===== src/rtl/bank_htu_gen.sv =====
// Hit/tag unit for one cache bank: set-associative tag lookup, round-robin victim allocation,
// writeback/refill sequencing to sub-memory and per-set locking until the ISU reports done.
// Optional hit/miss statistics counters are enabled by defining BANK_HTU_STAT_EN.
module bank_htu_gen #(
  parameter int SET_NUM = 8,
  parameter int WAY_NUM = 4,
  parameter int OFF_NUM = 2,
  parameter int ADDR_W  = 32,
  parameter int WBID_W  = 8,
  parameter int CH_W    = 2,
  localparam int SETW   = $clog2(SET_NUM),
  localparam int WAYW   = $clog2(WAY_NUM),
  localparam int OW     = $clog2(OFF_NUM),
  localparam int SW     = SETW + WAYW,
  localparam int AW     = ADDR_W - 4,
  localparam int TAGW   = AW - OW - SETW
) (
  input  logic              clk_i,
  input  logic              rst_i,
  input  logic              xbar_bank_htu_valid_i,
  output logic              xbar_bank_htu_ready_o,
  input  logic [CH_W-1:0]   xbar_bank_htu_ch_id_i,
  input  logic [1:0]        xbar_bank_htu_opcode_i,
  input  logic [AW-1:0]     xbar_bank_htu_addr_i,
  input  logic [WBID_W-1:0] xbar_bank_htu_wbuffer_id_i,
  output logic              htu_isu_valid_o,
  input  logic              htu_isu_ready_i,
  output logic [CH_W-1:0]   htu_isu_ch_id_o,
  output logic [1:0]        htu_isu_opcode_o,
  output logic [WBID_W-1:0] htu_isu_wbuffer_id_o,
  output logic              htu_isu_hit_o,
  output logic [SW+OW-1:0]  htu_isu_set_way_offset_o,
  output logic [OFF_NUM-1:0] htu_isu_dirty_o,
  input  logic              isu_htu_done_valid_i,
  input  logic [SW-1:0]     isu_htu_done_set_way_i,
  output logic              htu_submem_valid_o,
  input  logic              htu_submem_ready_i,
  output logic [1:0]        htu_submem_opcode_o,
  output logic [SW-1:0]     htu_submem_set_way_o,
  output logic [AW-1:0]     htu_submem_addr_o
`ifdef BANK_HTU_STAT_EN
  ,
  output logic [31:0]       stat_hit_cnt_o,
  output logic [31:0]       stat_miss_cnt_o
`endif
);

  typedef enum logic [2:0] {S_IDLE, S_LOOKUP, S_WB, S_RF, S_ISSUE} state_t;

  state_t              r_state;
  logic                r_ready;
  logic [CH_W-1:0]     r_ch;
  logic [1:0]          r_op;
  logic [WBID_W-1:0]   r_wbid;
  logic [TAGW-1:0]     r_reqTag;
  logic [SETW-1:0]     r_reqSet;
  logic [OW-1:0]       r_reqOff;
  logic                r_isuValid;
  logic                r_isuHit;
  logic [WAYW-1:0]     r_isuWay;
  logic [OFF_NUM-1:0]  r_isuDirty;
  logic                r_smValid;
  logic [1:0]          r_smOp;
  logic [AW-1:0]       r_smAddr;
  logic [WAYW-1:0]     r_vicWay;
  logic                r_vicNoInv;

  logic [TAGW-1:0]     r_tagArr  [SET_NUM][WAY_NUM];
  logic [OFF_NUM-1:0]  r_dirty   [SET_NUM][WAY_NUM];
  logic [WAY_NUM-1:0]  r_valid   [SET_NUM];
  logic [WAYW-1:0]     r_rr      [SET_NUM];
  logic [WAYW-1:0]     r_lockWay [SET_NUM];
  logic [SET_NUM-1:0]  r_lock;

  logic                w_hit;
  logic [WAYW-1:0]     w_hitWay;
  logic                w_anyInv;
  logic [WAYW-1:0]     w_invWay;
  logic [WAYW-1:0]     w_vicWay;
  logic                w_vicDirty;
  logic                w_isRw;
  logic                w_isuFire;
  logic                w_smFire;
  logic [SETW-1:0]     w_doneSet;
  logic [WAYW-1:0]     w_doneWay;

  // Descending scan so the lowest-index match/invalid way wins.
  always_comb begin
    w_hit    = 1'b0;
    w_hitWay = '0;
    w_anyInv = 1'b0;
    w_invWay = '0;
    for (int w = WAY_NUM - 1; w >= 0; w--) begin
      if (!r_valid[r_reqSet][w]) begin
        w_anyInv = 1'b1;
        w_invWay = WAYW'(w);
      end
      if (r_valid[r_reqSet][w] && (r_tagArr[r_reqSet][w] == r_reqTag)) begin
        w_hit    = 1'b1;
        w_hitWay = WAYW'(w);
      end
    end
  end

  assign w_vicWay   = w_anyInv ? w_invWay : r_rr[r_reqSet];
  assign w_vicDirty = |r_dirty[r_reqSet][w_vicWay];
  assign w_isRw     = ~r_op[1];
  assign w_isuFire  = r_isuValid & htu_isu_ready_i;
  assign w_smFire   = r_smValid & htu_submem_ready_i;
  assign w_doneSet  = isu_htu_done_set_way_i[SW-1:WAYW];
  assign w_doneWay  = isu_htu_done_set_way_i[WAYW-1:0];

  always_ff @(posedge clk_i or negedge rst_i) begin
    if (!rst_i) begin
      r_state    <= S_IDLE;
      r_ready    <= 1'b0;
      r_ch       <= '0;
      r_op       <= '0;
      r_wbid     <= '0;
      r_reqTag   <= '0;
      r_reqSet   <= '0;
      r_reqOff   <= '0;
      r_isuValid <= 1'b0;
      r_isuHit   <= 1'b0;
      r_isuWay   <= '0;
      r_isuDirty <= '0;
      r_smValid  <= 1'b0;
      r_smOp     <= '0;
      r_smAddr   <= '0;
      r_vicWay   <= '0;
      r_vicNoInv <= 1'b0;
      r_lock     <= '0;
      for (int s = 0; s < SET_NUM; s++) begin
        r_valid[s]   <= '0;
        r_rr[s]      <= '0;
        r_lockWay[s] <= '0;
        for (int w = 0; w < WAY_NUM; w++) begin
          r_tagArr[s][w] <= '0;
          r_dirty[s][w]  <= '0;
        end
      end
    end else begin
      // Done release comes first so a lock taken at the ISSUE handshake below wins.
      if (isu_htu_done_valid_i && r_lock[w_doneSet] && (r_lockWay[w_doneSet] == w_doneWay))
        r_lock[w_doneSet] <= 1'b0;

      case (r_state)
        S_IDLE: begin
          r_ready <= 1'b1;
          if (xbar_bank_htu_valid_i && r_ready) begin
            r_ready  <= 1'b0;
            r_ch     <= xbar_bank_htu_ch_id_i;
            r_op     <= xbar_bank_htu_opcode_i;
            r_wbid   <= xbar_bank_htu_wbuffer_id_i;
            r_reqOff <= xbar_bank_htu_addr_i[OW-1:0];
            r_reqSet <= xbar_bank_htu_addr_i[OW+SETW-1:OW];
            r_reqTag <= xbar_bank_htu_addr_i[AW-1:OW+SETW];
            r_state  <= S_LOOKUP;
          end
        end

        S_LOOKUP: begin
          if (!r_lock[r_reqSet]) begin
            if (w_hit || !w_isRw) begin
              r_isuValid <= 1'b1;
              r_isuHit   <= w_hit;
              r_isuWay   <= w_hitWay;
              r_isuDirty <= w_hit ? r_dirty[r_reqSet][w_hitWay] : '0;
              r_state    <= S_ISSUE;
            end else begin
              r_vicWay   <= w_vicWay;
              r_vicNoInv <= ~w_anyInv;
              r_smValid  <= 1'b1;
              if (w_vicDirty) begin
                r_smOp   <= 2'b01;
                r_smAddr <= {r_tagArr[r_reqSet][w_vicWay], r_reqSet, OW'(0)};
                r_state  <= S_WB;
              end else begin
                r_smOp   <= 2'b00;
                r_smAddr <= {r_reqTag, r_reqSet, OW'(0)};
                r_state  <= S_RF;
              end
            end
          end
        end

        S_WB: begin
          if (w_smFire) begin
            r_smOp   <= 2'b00;
            r_smAddr <= {r_reqTag, r_reqSet, OW'(0)};
            r_state  <= S_RF;
          end
        end

        S_RF: begin
          if (w_smFire) begin
            r_tagArr[r_reqSet][r_vicWay] <= r_reqTag;
            r_valid[r_reqSet][r_vicWay]  <= 1'b1;
            r_dirty[r_reqSet][r_vicWay]  <= '0;
            if (r_vicNoInv)
              r_rr[r_reqSet] <= r_rr[r_reqSet] + WAYW'(1);
            r_smValid  <= 1'b0;
            r_isuValid <= 1'b1;
            r_isuHit   <= 1'b0;
            r_isuWay   <= r_vicWay;
            r_isuDirty <= '0;
            r_state    <= S_ISSUE;
          end
        end

        S_ISSUE: begin
          if (w_isuFire) begin
            r_isuValid <= 1'b0;
            r_ready    <= 1'b1;
            r_state    <= S_IDLE;
            case (r_op)
              2'b01: r_dirty[r_reqSet][r_isuWay][r_reqOff] <= 1'b1;
              2'b10: if (r_isuHit) r_dirty[r_reqSet][r_isuWay] <= '0;
              2'b11: if (r_isuHit) begin
                r_valid[r_reqSet][r_isuWay] <= 1'b0;
                r_dirty[r_reqSet][r_isuWay] <= '0;
              end
              default: ;
            endcase
            if (w_isRw || r_isuHit) begin
              r_lock[r_reqSet]    <= 1'b1;
              r_lockWay[r_reqSet] <= r_isuWay;
            end
          end
        end

        default: r_state <= S_IDLE;
      endcase
    end
  end

  assign xbar_bank_htu_ready_o    = r_ready;
  assign htu_isu_valid_o          = r_isuValid;
  assign htu_isu_ch_id_o          = r_ch;
  assign htu_isu_opcode_o         = r_op;
  assign htu_isu_wbuffer_id_o     = r_wbid;
  assign htu_isu_hit_o            = r_isuHit;
  assign htu_isu_set_way_offset_o = {r_reqSet, r_isuWay, r_reqOff};
  assign htu_isu_dirty_o          = r_isuDirty;
  assign htu_submem_valid_o       = r_smValid;
  assign htu_submem_opcode_o      = r_smOp;
  assign htu_submem_set_way_o     = {r_reqSet, r_vicWay};
  assign htu_submem_addr_o        = r_smAddr;

`ifdef BANK_HTU_STAT_EN
  logic [31:0] r_hitCnt;
  logic [31:0] r_missCnt;

  // Only reads and writes are counted; both counters saturate.
  always_ff @(posedge clk_i or negedge rst_i) begin
    if (!rst_i) begin
      r_hitCnt  <= '0;
      r_missCnt <= '0;
    end else if (w_isuFire && w_isRw) begin
      if (r_isuHit) begin
        if (r_hitCnt != 32'hFFFF_FFFF) r_hitCnt <= r_hitCnt + 32'd1;
      end else begin
        if (r_missCnt != 32'hFFFF_FFFF) r_missCnt <= r_missCnt + 32'd1;
      end
    end
  end

  assign stat_hit_cnt_o  = r_hitCnt;
  assign stat_miss_cnt_o = r_missCnt;
`endif

endmodule


===== config.mk =====
export PLATFORM = sky130hd
export DESIGN_NAME = bank_htu_gen
export DESIGN_NICKNAME = d
export VERILOG_FILES = /design/src/rtl/bank_htu_gen.sv
export SDC_FILE = /design/constraint.sdc
export NUM_CORES = 2
export LEC_CHECK = 0
export CAP_MARGIN = 20
export CORE_MARGIN = 2
export CORE_UTILIZATION = 55
export DETAILED_ROUTE_END_ITERATION = 8
export GPL_ROUTABILITY_DRIVEN = 0
export PLACE_DENSITY = 0.7
export SLEW_MARGIN = 40
export SYNTH_ARGS = -nofsm -noshare
export SYNTH_HDL_FRONTEND = slang
export SYNTH_SLANG_ARGS = --single-unit

===== constraint.sdc =====
create_clock -name clk_i -period 6.9 [get_ports clk_i]
set_input_delay 1.38 -clock clk_i [delete_from_list [all_inputs] [get_ports clk_i]]
set_output_delay 1.38 -clock clk_i [all_outputs]
set_load 0.05 [all_outputs]

**After elaboration in Yosys (flattened, before gate mapping)**

Index checks and enable logic that the tools add are counted.

- Bits in latches: 0
- Memory bits (read-only): 0
- Memories kept: 0
- RAM bits: 0
- Input bits: 51
- Output and inout port bits: 59
- Bits in registers: 988

- Add/subtract/negate cells: 1
- Reduce and logical (&&, ||, !) cells: 38
- Eq/ne operators: 23
- Muxes and demuxes: 135
- Bitwise operators: 23
- Shift-type cells: 0
- Div/mod/pow operators: 0
- Order comparisons: 19
- Multipliers: 0

Operators with widths:

| cell | count |
|---|---|
| bitwise mux 768 bit | 1 |
| binary-select mux 96 bit (select 3 bit) | 1 |
| demux 96 bit (select 3 bit) | 1 |
| two-way mux 96 bit | 3 |
| one-hot mux 64 bit (2 select lines) | 2 |
| two-way mux 64 bit | 3 |
| bitwise AND 64 bit | 2 |
| two-way mux 32 bit | 4 |
| NOT 64 bit | 2 |
| two-way mux 28 bit | 4 |
| equality test 24 bit | 4 |
| demux 8 bit (select 3 bit) | 3 |
| two-way mux 24 bit | 3 |
| two-way mux 8 bit | 9 |
| OR 64 bit | 1 |
| one-hot mux 32 bit (2 select lines) | 1 |
| two-way mux 2 bit | 30 |
| one-hot mux 28 bit (2 select lines) | 1 |
| binary-select mux 24 bit (select 2 bit) | 1 |
| demux 24 bit (select 2 bit) | 1 |
| bitwise AND 32 bit | 1 |
| bitwise mux 16 bit | 2 |
| NOT 32 bit | 1 |
| OR 32 bit | 1 |
| 56 further kinds | 157 |

**Depth between registers and ports, before layout**

- Word-level depth: 18
- Gate-level depth with buffers: 18

**Worst setup path before layout**

Ideal clock, no wire load.

- Path kind: register to register
- Start point: register r_reqSet[0]
- End point: register r_smAddr[18], in the netlist htu_submem_addr_o[18]
- Data required time: 6775 ps
- Data arrival time: 3917 ps
- Slack: 2858 ps
- Clock period less this slack: 4042 ps
- Buffers on the path: 5
- Stages on the path, launching flop included: 15
- Cells stage by stage: dfrtp_1 -> buf_6 -> buf_6 -> buf_2 -> mux4_1 -> mux2i_1 -> nor2_1 -> a21boi_2 -> mux2_2 -> mux2i_1 -> o31a_1 -> buf_6 -> buf_4 -> mux2_2 -> mux2_4

- Cells in the longest elaborated chain, start to end: 18

Ends and longest elaborated chain:

| item | RTL line | source |
|---|---|---|
| from (decl) | 56 | `logic [SETW-1:0] r_reqSet;` |
| from (signal assigned) | 156 | `r_reqSet <= xbar_bank_htu_addr_i[OW+SETW-1:OW];` |
| NOT 3 -> 4 bit (not written as such) | n/a |  |
| binary-select mux 4 bit (select 3 bit) | 94, 98 |  |
| two-way mux 4 bit (not written as such) (2 in a row) | 94, 98 |  |
| two-way mux 2 bit / two-way mux 1 bit (equally long branches) (4 in a row) | 94 | `if (!r_valid[r_reqSet][w]) begin` |
| two-way mux 2 bit | 105 | `assign w_vicWay = w_anyInv ? w_invWay : r_rr[r_reqSet];` |
| NOT 2 -> 3 bit (not written as such) | 106, 176 |  |
| binary-select mux 2 bit (select 2 bit) | 106 | `assign w_vicDirty = \|r_dirty[r_reqSet][w_vicWay];` |
| two-way mux 2 bit (not written as such) (2 in a row) | 106 |  |
| OR reduction 2 bit | 106 |  |
| two-way mux 28 bit | 174 | `if (w_vicDirty) begin` |
| two-way mux 28 bit | 164 | `if (w_hit \|\| !w_isRw) begin` |
| two-way mux 28 bit | 163 | `if (!r_lock[r_reqSet]) begin` |
| one-hot mux 28 bit (2 select lines) | 147 | `case (r_state)` |
| to (signal assigned) | 176 | `r_smAddr <= {r_tagArr[r_reqSet][w_vicWay], r_reqSet, OW'(0)};` |
| to (signal assigned) | 180 | `r_smAddr <= {r_reqTag, r_reqSet, OW'(0)};` |
| to (signal assigned) | 190 | `r_smAddr <= {r_reqTag, r_reqSet, OW'(0)};` |
| to (decl) | 64 | `logic [AW-1:0] r_smAddr;` |

Parallel ways exist; a longest one is shown, timed or not. The select of a mux whose other input is x is not followed.
A chain may end at the register's enable or synchronous reset.

**Worst setup path after layout**

- Start point: register r_reqSet[2]
- End point: register r_smAddr[1], in the netlist htu_submem_addr_o[1]

- Cells in the longest elaborated chain, start to end: 13

Ends and longest elaborated chain:

| item | RTL line | source |
|---|---|---|
| NOT 3 -> 4 bit (not written as such) | 98 | `if (r_valid[r_reqSet][w] && (r_tagArr[r_reqSet][w] == r_reqTag)) begin` |
| binary-select mux 96 bit (select 3 bit) | 98 |  |
| two-way mux 96 bit (not written as such) (2 in a row) | 98 |  |
| equality test 24 bit | 98 |  |
| logical AND 1 bit | 98 |  |
| two-way mux 1 bit (4 in a row) | 98 |  |
| logical OR 1 bit | 164 |  |
| != test 2 bit (no source line) | n/a |  |
| AND reduction 4 bit (no source line) * | n/a |  |

Every way passes the cells marked *; elsewhere a longest branch is shown, timed or not. The select of a mux whose other input is x is not followed.

==> out/metrics.cfg <==
[timing]
min_period_over_period_pct=84.04
rsz0062_at_grt=false
tightest_slew_ps=917.9
hold_violations=0
tns_ps=0
fmax_mhz=172.4
relSlewSlack_pct=38.81
fin_crit_ps=5799
fin_skew_ps=32.74
setup_viol=0
layout_setup_ws_ps=1101
finalMaxSlewViolations=0

[critical_path]
slowest_stage=dfrtp_4
critical_path_class=flop to flop
critPathRequiredTime_ps=7450
start_kind=flop
path_delay_family=simple AND/OR/NAND/NOR gates
cp_cell_sequence=buf_4, nand2_1, o22ai_1, nor3_1, nor3_1, nand4_1, nor4_1, nor4_4, nand3_2, o41a_2, buf_4, mux2_2
crit_start=r_reqSet[2]
r2r_start=r_reqSet[2]
critPathMaxStageDelay_ps=820
path_max_fanout=40
worst-r2r-setup-slack_ps=1100
worst_setup_path_end_kind=flop
crit_buf_inv=2
arrival_ps=6350

[layout]
finalNonFillerCells=4795
nets=3618
fin_area_mm2=0.05322
num-fill-cells=6455
drive_gt1_share_pct=39.69
syn_to_final_growth_pct=11.83
insertedDiodeCount=0

[clocking]
clock_sinks=986
cts.path.max_buffers=3
cts_buffers=103
clkSlewWorstSetupHoldPaths_ps=60
htree_levels=3
cts_tree=built
cts_resized=0
clock_latency_ps=690
postCtsSetupBuffers=0
root_buffer=clkbuf_16
hold_buffers=0

[min_path]
min_path_type=flop to flop
holdCritStartpoint=r_tagArr[571]

[flow_run]
cap_violations=0

[floorplanning]
die_h_um=298.1
die_x_um=298.1
initial_utilization_pct=55.71
die_area_mm2=0.08889
rows=107
io_pins=110
core_area_mm2=0.08541

[logic_synthesis]
avgSynthCellArea_um2=13.38
synth_area_mm2=0.04759
synth_edf_count=0
synth-async-reset-ratio_pct=100.0
synth_cell_types=96
ys_seq_area_share_pct=51.85
synth-main-ff-cell=dfrtp_1
yosys_warnings=0
syn_inst=3557
ys_seq_elements=986

[outcome]
run_status=finished, final reports clean

[place]
placedCellCount=4602
hpwl_mm=92.47
dpl_worst_slack_ps=1322
port_buffers=107
dpl_cell_area_mm2=0.04961

[pwr]
p_leak_nw=24.99
power_density_mw_per_mm2=423.2
ir_worst_vdd_uv=299.0
p_total_mw=22.52

[drt]
drtAntennaViolNets=0
first_pass_iters=8
drt_wl_total_mm=146.1
drc=0
num_vias=31820
wire_per_inst_um=30.47
viasPerCell=6.637
drt-initial-drc-count=3370

[global_route]
top_usage_layer=met2
met1_usage_pct=45.07
grt_antenna_before_repair=3
use_met3_pct=6.928
grt_use_total_pct=32.91
grt_pass1_wl_mm=218.4
grtUsageMet2_pct=50.56
grt-ovfl-total=0
grt_max_degree=173
grt_pass1_vias=32700

-- path summary, 6_finish.rpt --
| path | endpoint | depth (start not counted) |
|---|---|---|
| max | htu_submem_addr_o[1] | 12 |
| min | r_tagArr[571] | 2 |
| max reg2reg | htu_submem_addr_o[1] | 12 |
| min reg2reg | r_tagArr[571] | 2 |
| max in group asynchronous | r_tagArr[604] | 4 |
| min in group asynchronous | r_lockWay[6] | 1 |
-- layout make-up --
| type | count | area (um^2) | area share [%] |
|---|---|---|---|
| sequential | 986 | 24690 | 46.39 |
| inverter | 17 | 65.06 | 0.1223 |
| timing repair buffer | 226 | 2198 | 4.131 |
| clock buffer | 156 | 3059 | 5.749 |
| multi-input combinational | 2233 | 21330 | 40.09 |
| tap | 1144 | 1431 | 2.690 |
| clock inverter | 33 | 439.2 | 0.8253 |
-- sequential cells by signal, indices dropped and copies added (netlist names), 2 cells and up --
name	flops
r_rr	16
htu_isu_ch_id_o	2
htu_isu_opcode_o	2
r_reqSet	3
r_vicWay	2
r_reqTag	24
r_tagArr	768
r_state	3
r_valid	32
htu_isu_wbuffer_id_o	8
htu_submem_addr_o	27
r_lockWay	16
r_lock	8
r_dirty	64
r_isuWay	2
htu_isu_dirty_o	2
-- Yosys cell counts (all sizes together), types with 9 or more instances --
master / instances / area [um^2]
dfrtp: 986 / 24670
clkbuf: 240 / 1061
nor4b: 9 / 78.83
nand2b: 12 / 75.07
mux2: 1012 / 11430
inv: 16 / 60.05
and3: 16 / 101.4
a22o: 16 / 140.1
nor2: 125 / 474.2
nand3: 22 / 115.1
nor3: 33 / 165.2
or3: 12 / 75.07
a21oi: 66 / 334.1
nor4: 15 / 118.9
nand2: 118 / 445.4
xor2: 18 / 157.7
mux4: 98 / 2318
mux2i: 156 / 1574
o22ai: 71 / 444.2
buf: 82 / 734.5
xnor2: 44 / 385.4
o21a: 12 / 90.09
a31oi: 9 / 62.56
a221oi: 20 / 181.4
nand4: 11 / 68.82
o22a: 18 / 157.7
and2: 9 / 57.56
a22oi: 37 / 277.8
o21ai: 168 / 840.8
-- cells in the final DEF, fill, tap and decap left out, types with 12 or more instances in the layout --
master,n
mux2i_1,155
clkbuf_8,24
mux4_2,68
nor3_1,32
o21ai_0,167
nor2_4,29
mux4_1,29
clkbuf_1,27
inv_1,15
o22a_1,18
xnor2_1,44
a22oi_1,37
a22o_1,16
clkdlybuf4s50_1,106
or3_1,12
a221oi_1,19
mux2_2,1001
o22ai_1,71
buf_4,100
o21a_1,12
a21oi_1,65
xor2_1,18
clkbuf_16,105
nand3_1,20
nand2_1,113
dfrtp_1,980
clkinv_2,15
and3_1,15
nor2_1,94
-- cell families after synthesis --
logic type / share of synthesized area (%)
mux: 32.20
compound gates: 6.384
xor+xnor: 1.141
flops: 51.85
simple gates: 4.509
buf+inv: 3.907
other cells: 0.007881
-- tightest hold or removal path: stages (launching register included) --
cell	delay (ps)
dfrtp_1	340
nand2_1	50
o21ai_0	60
-- report_power, final --
part	total (mW)	switching, mW	internal (mW)
Clock	5.74	2.37	3.36
Combinational	9.01	5.56	3.46
Sequential	7.77	1.01	6.76
-- routing by layer --
layer | up-vias | wire length [um]
li1 | 13050 | -
met1 | 16780 | 59030
met2 | 1571 | 66760
met3 | 422 | 12850
met4 | 4 | 7420
met5 | - | 26
-- stage by stage --
stage               utilization [%]  hold slack [ps]
finish                        62.30            478.7
CTS                           62.18            480.2
global placement              57.98            456.0
detailed placement            58.08            466.9
floorplan                         -            441.6
global route                  62.30            500.3
Note: power is estimated with default switching activity, not from simulation.
